**config.mk**
```make
export PLATFORM = sky130hd
export DESIGN_NAME = seq_det_prog
export DESIGN_NICKNAME = d
export VERILOG_FILES = /design/src/rtl/seq_det_prog.sv
export SDC_FILE = /design/constraint.sdc
export NUM_CORES = 1
export LEC_CHECK = 0
export CORE_ASPECT_RATIO = 1.25
export CORE_MARGIN = 4
export CORE_UTILIZATION = 35
export DETAILED_ROUTE_END_ITERATION = 10
export PLACE_DENSITY_LB_ADDON = 0.2
export SETUP_SLACK_MARGIN = 0.05
export SYNTH_ARGS = -nofsm -noshare
export SYNTH_HDL_FRONTEND = slang
export SYNTH_SLANG_ARGS = --single-unit
```
**constraint.sdc**
```tcl
create_clock -name clk -period 5.9 [get_ports clk]
set_clock_uncertainty 0.15 [all_clocks]
set_input_delay 1.18 -clock clk [delete_from_list [all_inputs] [get_ports clk]]
set_output_delay 1.18 -clock clk [all_outputs]
set_load 0.02 [all_outputs]
```
**src/rtl/seq_det_prog.sv**
```systemverilog
// rtl/seq_det_prog.sv - runtime-programmable serial bit-sequence detector with saturating match counter
module seq_det_prog #(
    parameter int                 MAX_LEN     = 8,
    parameter int                 LEN_W       = $clog2(MAX_LEN + 1),
    parameter int                 CNT_W       = 16,
    parameter logic [MAX_LEN-1:0] RST_PATTERN = 'b1011,
    parameter int                 RST_LEN     = 4,
    parameter bit                 RST_OVERLAP = 1'b1
) (
    input  logic               clk,
    input  logic               reset,
    input  logic               cfg_load,
    input  logic [MAX_LEN-1:0] cfg_pattern,
    input  logic [LEN_W-1:0]   cfg_len,
    input  logic               cfg_overlap,
    input  logic               in_valid,
    input  logic               in_bit,
    input  logic               count_clr,
    output logic               detected,
    output logic [CNT_W-1:0]   match_count,
    output logic               cfg_err
);

    localparam logic [LEN_W-1:0] LEN_MAX = LEN_W'(MAX_LEN);

    logic [MAX_LEN-1:0] pattern_q;
    logic [LEN_W-1:0]   len_q;
    logic               overlap_q;
    logic [MAX_LEN-1:0] hist;
    logic [LEN_W-1:0]   fill;

    logic [MAX_LEN-1:0] cand;
    logic [MAX_LEN-1:0] len_mask;
    logic [LEN_W-1:0]   fill_nx;
    logic               bits_eq;
    logic               accept;
    logic               match;

    // Only the low len bits take part in the compare; higher pattern bits are don't-care.
    always_comb begin
        len_mask = '0;
        for (int i = 0; i < MAX_LEN; i++) begin
            len_mask[i] = (i < int'(len_q));
        end
    end

    always_comb begin
        cand    = {hist[MAX_LEN-2:0], in_bit};
        fill_nx = (fill >= LEN_MAX) ? LEN_MAX : fill + 1'b1;
        bits_eq = ((cand ^ pattern_q) & len_mask) == '0;
        accept  = in_valid && !cfg_load;
        match   = accept && (fill_nx >= len_q) && bits_eq && !cfg_err;
    end

    always_ff @(posedge clk or posedge reset) begin
        if (reset) begin
            pattern_q <= RST_PATTERN;
            len_q     <= LEN_W'(RST_LEN);
            overlap_q <= RST_OVERLAP;
            cfg_err   <= 1'b0;
        end else if (cfg_load) begin
            pattern_q <= cfg_pattern;
            len_q     <= cfg_len;
            overlap_q <= cfg_overlap;
            cfg_err   <= (cfg_len == '0) || (cfg_len > LEN_MAX);
        end
    end

    // Non-overlap mode restarts fill so the next match needs len fresh bits.
    always_ff @(posedge clk or posedge reset) begin
        if (reset) begin
            hist <= '0;
            fill <= '0;
        end else if (cfg_load) begin
            hist <= '0;
            fill <= '0;
        end else if (in_valid) begin
            hist <= cand;
            fill <= (match && !overlap_q) ? '0 : fill_nx;
        end
    end

    always_ff @(posedge clk or posedge reset) begin
        if (reset) begin
            detected <= 1'b0;
        end else begin
            detected <= match;
        end
    end

    always_ff @(posedge clk or posedge reset) begin
        if (reset) begin
            match_count <= '0;
        end else if (count_clr) begin
            match_count <= '0;
        end else if (match && (match_count != '1)) begin
            match_count <= match_count + 1'b1;
        end
    end

endmodule

```
# Word level (Yosys, flattened, before mapping)
# Cells that the tools add are included.
[classes]
shifts = 0
muxes = 8
reduce_logical = 14
eq_ne = 1
multipliers = 0
bitwise_logic = 2
div_mod_pow = 0
magnitude_cmp = 11
add_sub_neg = 2
[op_table]
columns = ["cell", "n"]
rows = [
  ["2-to-1 mux 16 bit", 2],
  ["adder 16 x 1 -> 16 bit, second input constant", 1],
  ["< comparator 3 x 4 -> 1 bit, first input constant", 4],
  ["2-to-1 mux 4 bit", 4],
  ["inequality test 16 bit, second input constant", 1],
  ["2-to-1 mux 7 bit", 2],
  ["AND 8 bit", 1],
  ["logical NOT 8 bit", 1],
  ["< comparator 1 x 4 -> 1 bit, first input constant", 2],
  ["< comparator 2 x 4 -> 1 bit, first input constant", 2],
  ["bitwise XOR 8 bit", 1],
  ["logical AND 1 bit", 6],
  ["adder 4 x 1 -> 4 bit, second input constant", 1],
  [">= comparator 4 bit", 1],
  [">= comparator 4 bit, second input constant", 1],
  ["greater-than comparator 4 bit, second input constant", 1],
  ["logical NOT 4 bit", 1],
  ["nonzero test 2 bit", 2],
  ["logical NOT 1 bit", 3],
  ["logical OR 1 bit", 1],
]
[word_totals]
ramBits = 0
memories = 0
latch_bits = 0
reg_bits = 42
romBits = 0
elab_cells = 46

# Longest topological paths before layout
[depth]
depth_word = 10
depth_mapped = 12
mapped_depth_nobuf = 10

# Worst setup path before layout
# No wires, ideal clock.
[synth_path]
path_kind = "in2reg"
start = "input in_bit"
end = "register match_count[9]"
t_arrival_ns = 2.741
stages = 7
setup_time_ns = 0.078
slack_ns = 2.931
required_time_ns = 5.672
path_cell_list = "xor2_1 maj3_2 o32ai_2 nand4b_1 buf_2 or4_1 a21oi_1"
[synth_between]
elab_chain_cells = 7
[synth_lines]
columns = ["element", "line_no", "source"]
rows = [
  ["start: declaration", "17", "input logic in_bit,"],
  ["bitwise XOR 8 bit", "50", "bits_eq = ((cand ^ pattern_q) & len_mask) == '0;"],
  ["AND 8 bit", "50", ""],
  ["logical NOT 8 bit", "50", ""],
  ["logical AND 1 bit (2 in a row)", "52", "match = accept && (fill_nx >= len_q) && bits_eq && !cfg_err;"],
  ["logical AND 1 bit", "96", "end else if (match && (match_count != '1)) begin"],
  ["nonzero test 2 bit (no source line)", "-", ""],
  ["end signal: assignment", "97", "match_count <= match_count + 1'b1;"],
  ["end: declaration", "20", "output logic [CNT_W-1:0] match_count,"],
]
# Every way passes these cells.
# A chain may end at the register's enable or synchronous reset.

# Worst setup path in the final report
[layout_path]
start = "input in_valid"
end = "register match_count[7]"
[layout_between]
elab_chain_cells = 6
[layout_lines]
columns = ["element", "line_no", "source"]
rows = [
  ["start: declaration", "16", "input logic in_valid,"],
  ["logical AND 1 bit", "51", "accept = in_valid && !cfg_load;"],
  ["logical AND 1 bit (3 in a row)", "52", ""],
  ["logical AND 1 bit", "96", ""],
  ["nonzero test 2 bit (no source line)", "-", ""],
]
# Every way passes these cells.

==> reports/results.tsv <==
stage	metric	value	unit
placement	pre_cts_ws	1.83	ns
run_status	status	finished, final reports clean	
cells_and_area	antenna_cells	0	
timing	finalHoldViolCount	0	
timing	fin_crit	3.73	ns
timing	slew_viol_final	0	
logic_synthesis	synth_ff_type	dfrtp_1	
clock_network	htree_num_levels	2	
power	vdd_drop_max	0.137	mV
clock_network	cts.sink_count	42	
drt	drt_pass1_iterations	6	
clock_network	clkLatencyLatePin	0.30	ns
floorplan	initial_utilization	36.8	%
cells_and_area	final_layout_size_suffix_gt1_share	13.7	%
timing	setup_violations	0	
drt	routedWlPerCell	13.3	um
drt	viasPerCell	5.07	
logic_synthesis	async_flop_share	100	%
timing	tns	0	ns
logic_synthesis	ys_types	43	
grt	grt_pass1_vias	1700	
min_path	hold_end	pattern_q[7]	
logic_synthesis	ys_top_cells_by_area	dfrtp_1, dfstp_2, mux2_2	
worst_setup_path	timing_worst_setup_path_type	input pin to register	
cells_and_area	area.growth.synth_to_final	25.8	%
floorplan	fp.coreArea	5930	um2
grt	antenna_found_initial	0	
drt	drtIter0Drc	84	
logic_synthesis	yosysWarnings	0	
timing	rsz0062_at_grt	no	
timing	slew_headroom	57.0	%
logic_synthesis	synth_area_leader_cell	dfrtp_1	
floorplan	ioPinCount	37	
grt	gr-total-overflow	0	
cells_and_area	stdcell_count	331	
logic_synthesis	syn_avg_cell_area	10.4	um2
worst_setup_path	rrSetupSlack	2.92	ns
clock_network	root_buffer	clkbuf_8	
logic_synthesis	synth_top_cell_area_share	42.4	%
cells_and_area	num-fill-cells	568	
clock_network	cts_setup_buffers	0	
logic_synthesis	synth-edff-count	0	
floorplan	rows	31	
drt	drc	0	
placement	dp_hpwl	3200	um
min_path	holdCritPathClass	register to register	
placement	placed_cells	323	
logic_synthesis	synth_cells	211	
cells_and_area	final_nets	274	
floorplan	die_w	78.7	um
clock_network	cts.clk_slew.worst_paths	0.09	ns
flow_run	max_cap_viol_count	0	
drt	antenna_left	0	
timing	max_freq	0.268	GHz
power	p_leak	1.09	nW
grt	grt_first_pass_wirelength	7720	um
clock_network	cts_made_buffers	5	
timing	finalWorstSetupSlack	2.17	ns
worst_setup_path	r2r-end	match_count[7]	
power	p_per_area	223	nW/um2
floorplan	die_h	96.4	um
grt	grt_max_degree	43	
worst_setup_path	timing.rr.start	fill[0]	
min_path	min_from	pattern_q[7]	
worst_setup_path	worstPathArrival	3.79	ns
placement	routabilityCongestion	0.783	
logic_synthesis	synth_nets	237	
clock_network	cts_tree	built	
worst_setup_path	rr_worst_depth	11	
grt	track_usage	13.0	%
clock_network	cts.repair.resized	0	
clock_network	clock_path_buffers	2	
drt	drt_wl_total	4390	um
logic_synthesis	netlist_area	2190	um2
clock_network	hold_buffers	0	
logic_synthesis	seq_area_frac_synth	48.4	%
worst_setup_path	required	5.97	ns
logic_synthesis	ys_seq_elements	42	
min_path	min_path_cells	1	
cells_and_area	utilization	46.3	%
worst_setup_path	cp-end-kind	register	
timing	worst_slew_pin_slew	0.644	ns
timing	fin_crit_sh	63.2	%
drt	via_count	1677	
cells_and_area	final_cell_area	2750	um2
worst_setup_path	start_kind	input pin	
placement	portBuffers	36	
floorplan	dieArea	7580	um2
placement	place_area	2640	um2
worst_setup_path	worstPathMaxFanout	29	
[per-stage QoR]
step	total power, mW	hold slack (ns)
final	0.614	0.390
after CTS	0.624	0.397
after global routing	0.646	0.417
after global placement	0.390	0.371
after floorplan	0.363	0.351
after detailed placement	0.391	0.376
[metal layers]
metal | track usage, % | part of all wire, % | vias to the layer above
li1 | - | - | 836
met4 | 5.25 | 1.7 | 0
met5 | 0 | 0 | -
met2 | 22.6 | 52 | 26
met1 | 15.2 | 42 | 808
met3 | 3.37 | 4.0 | 7
[cell usage after synthesis, types with 2 or more instances]
master	count
xnor2_1	7
nor2_1	17
a21oi_1	15
nand3_1	9
ha_1	7
buf_1	3
nand2b_1	3
xor2_1	4
nand4_1	3
nor3_1	3
or2_2	2
dfrtp_1	37
inv_1	10
or3_1	8
mux2i_1	8
nand2_1	9
mux2_2	10
o31ai_1	6
buf_2	2
o21ai_1	5
o21ai_0	5
or4_1	6
clkbuf_1	4
dfstp_2	5
nor2b_1	2
o32ai_1	3
a31oi_1	2
[power by group]
group | internal (mW) | leakage [nW] | switching [mW]
clock network | 0.126 | 0.0504 | 0.105
registers | 0.302 | 0.547 | 0.0111
logic | 0.0374 | 0.495 | 0.0332
total | 0.465 | 1.09 | 0.149
[how the worst max path moves through the flow]
| stage | start | endpoint | slack (ns) |
|---|---|---|---|
| 5_1_grt | in_valid | match_count[7] | 1.96 |
| 3_3_place_gp | in_valid | match_count[9] | 1.87 |
| 4_1_cts | in_valid | match_count[9] | 2.15 |
| 2_1_floorplan | in_bit | match_count[9] | 2.93 |
| 6_report | in_valid | match_count[7] | 2.17 |
| 3_5_place_dp | in_valid | match_count[9] | 1.83 |
[state kept, by name, indices dropped and copies added, names as in the netlist]
signal,flops
pattern_q,8
hist,7
overlap_q,1
cfg_err,1
len_q,4
match_count,16
fill,4
detected,1
[kinds of logic after synthesis]
family          share of synthesized area (%)
buf+inv                                  3.38
fa+ha+maj                                4.52
compound gates                           12.9
mux                                      9.33
simple gates                             17.1
flops                                    48.4
xor+xnor                                 4.41
[area by class of cell]
cell class / count / area (um2) / share of cell area (%)
inverter: 10 / 37.5 / 1.37
timing repair buffer: 39 / 383 / 13.9
clock inverter: 3 / 45.0 / 1.64
tap: 82 / 103 / 3.73
clock buffer: 5 / 68.8 / 2.50
multi-input combinational: 150 / 1050 / 38.4
sequential: 42 / 1060 / 38.5
[cells in the final DEF, fill, tap and decap left out, types with 2 or more instances in the layout]
cell type	instances
dfstp_2	5
dfrtp_1	37
o31ai_1	6
buf_4	3
xor2_1	4
inv_1	10
mux2i_1	8
o21ai_1	5
clkbuf_8	5
or4_1	6
clkinvlp_4	2
or2_2	2
nand2_1	9
o21ai_0	5
nor3_1	3
clkdlybuf4s50_1	36
nand4_1	3
ha_1	7
nand3_1	9
a21oi_1	15
mux2_2	10
o32ai_1	3
or3_1	8
xnor2_1	7
a31oi_1	2
nor2b_1	2
nor2_1	17
nand2b_1	3
[critical path, stage by stage]
cell	delay [ns]
clkdlybuf4s50_1	0.84
nor3b_2	0.26
o221ai_1	0.11
or3_1	0.34
nand4b_1	0.18
buf_4	0.23
or4_1	0.48
a21oi_1	0.15
Power figures use the tool's default switching activity.
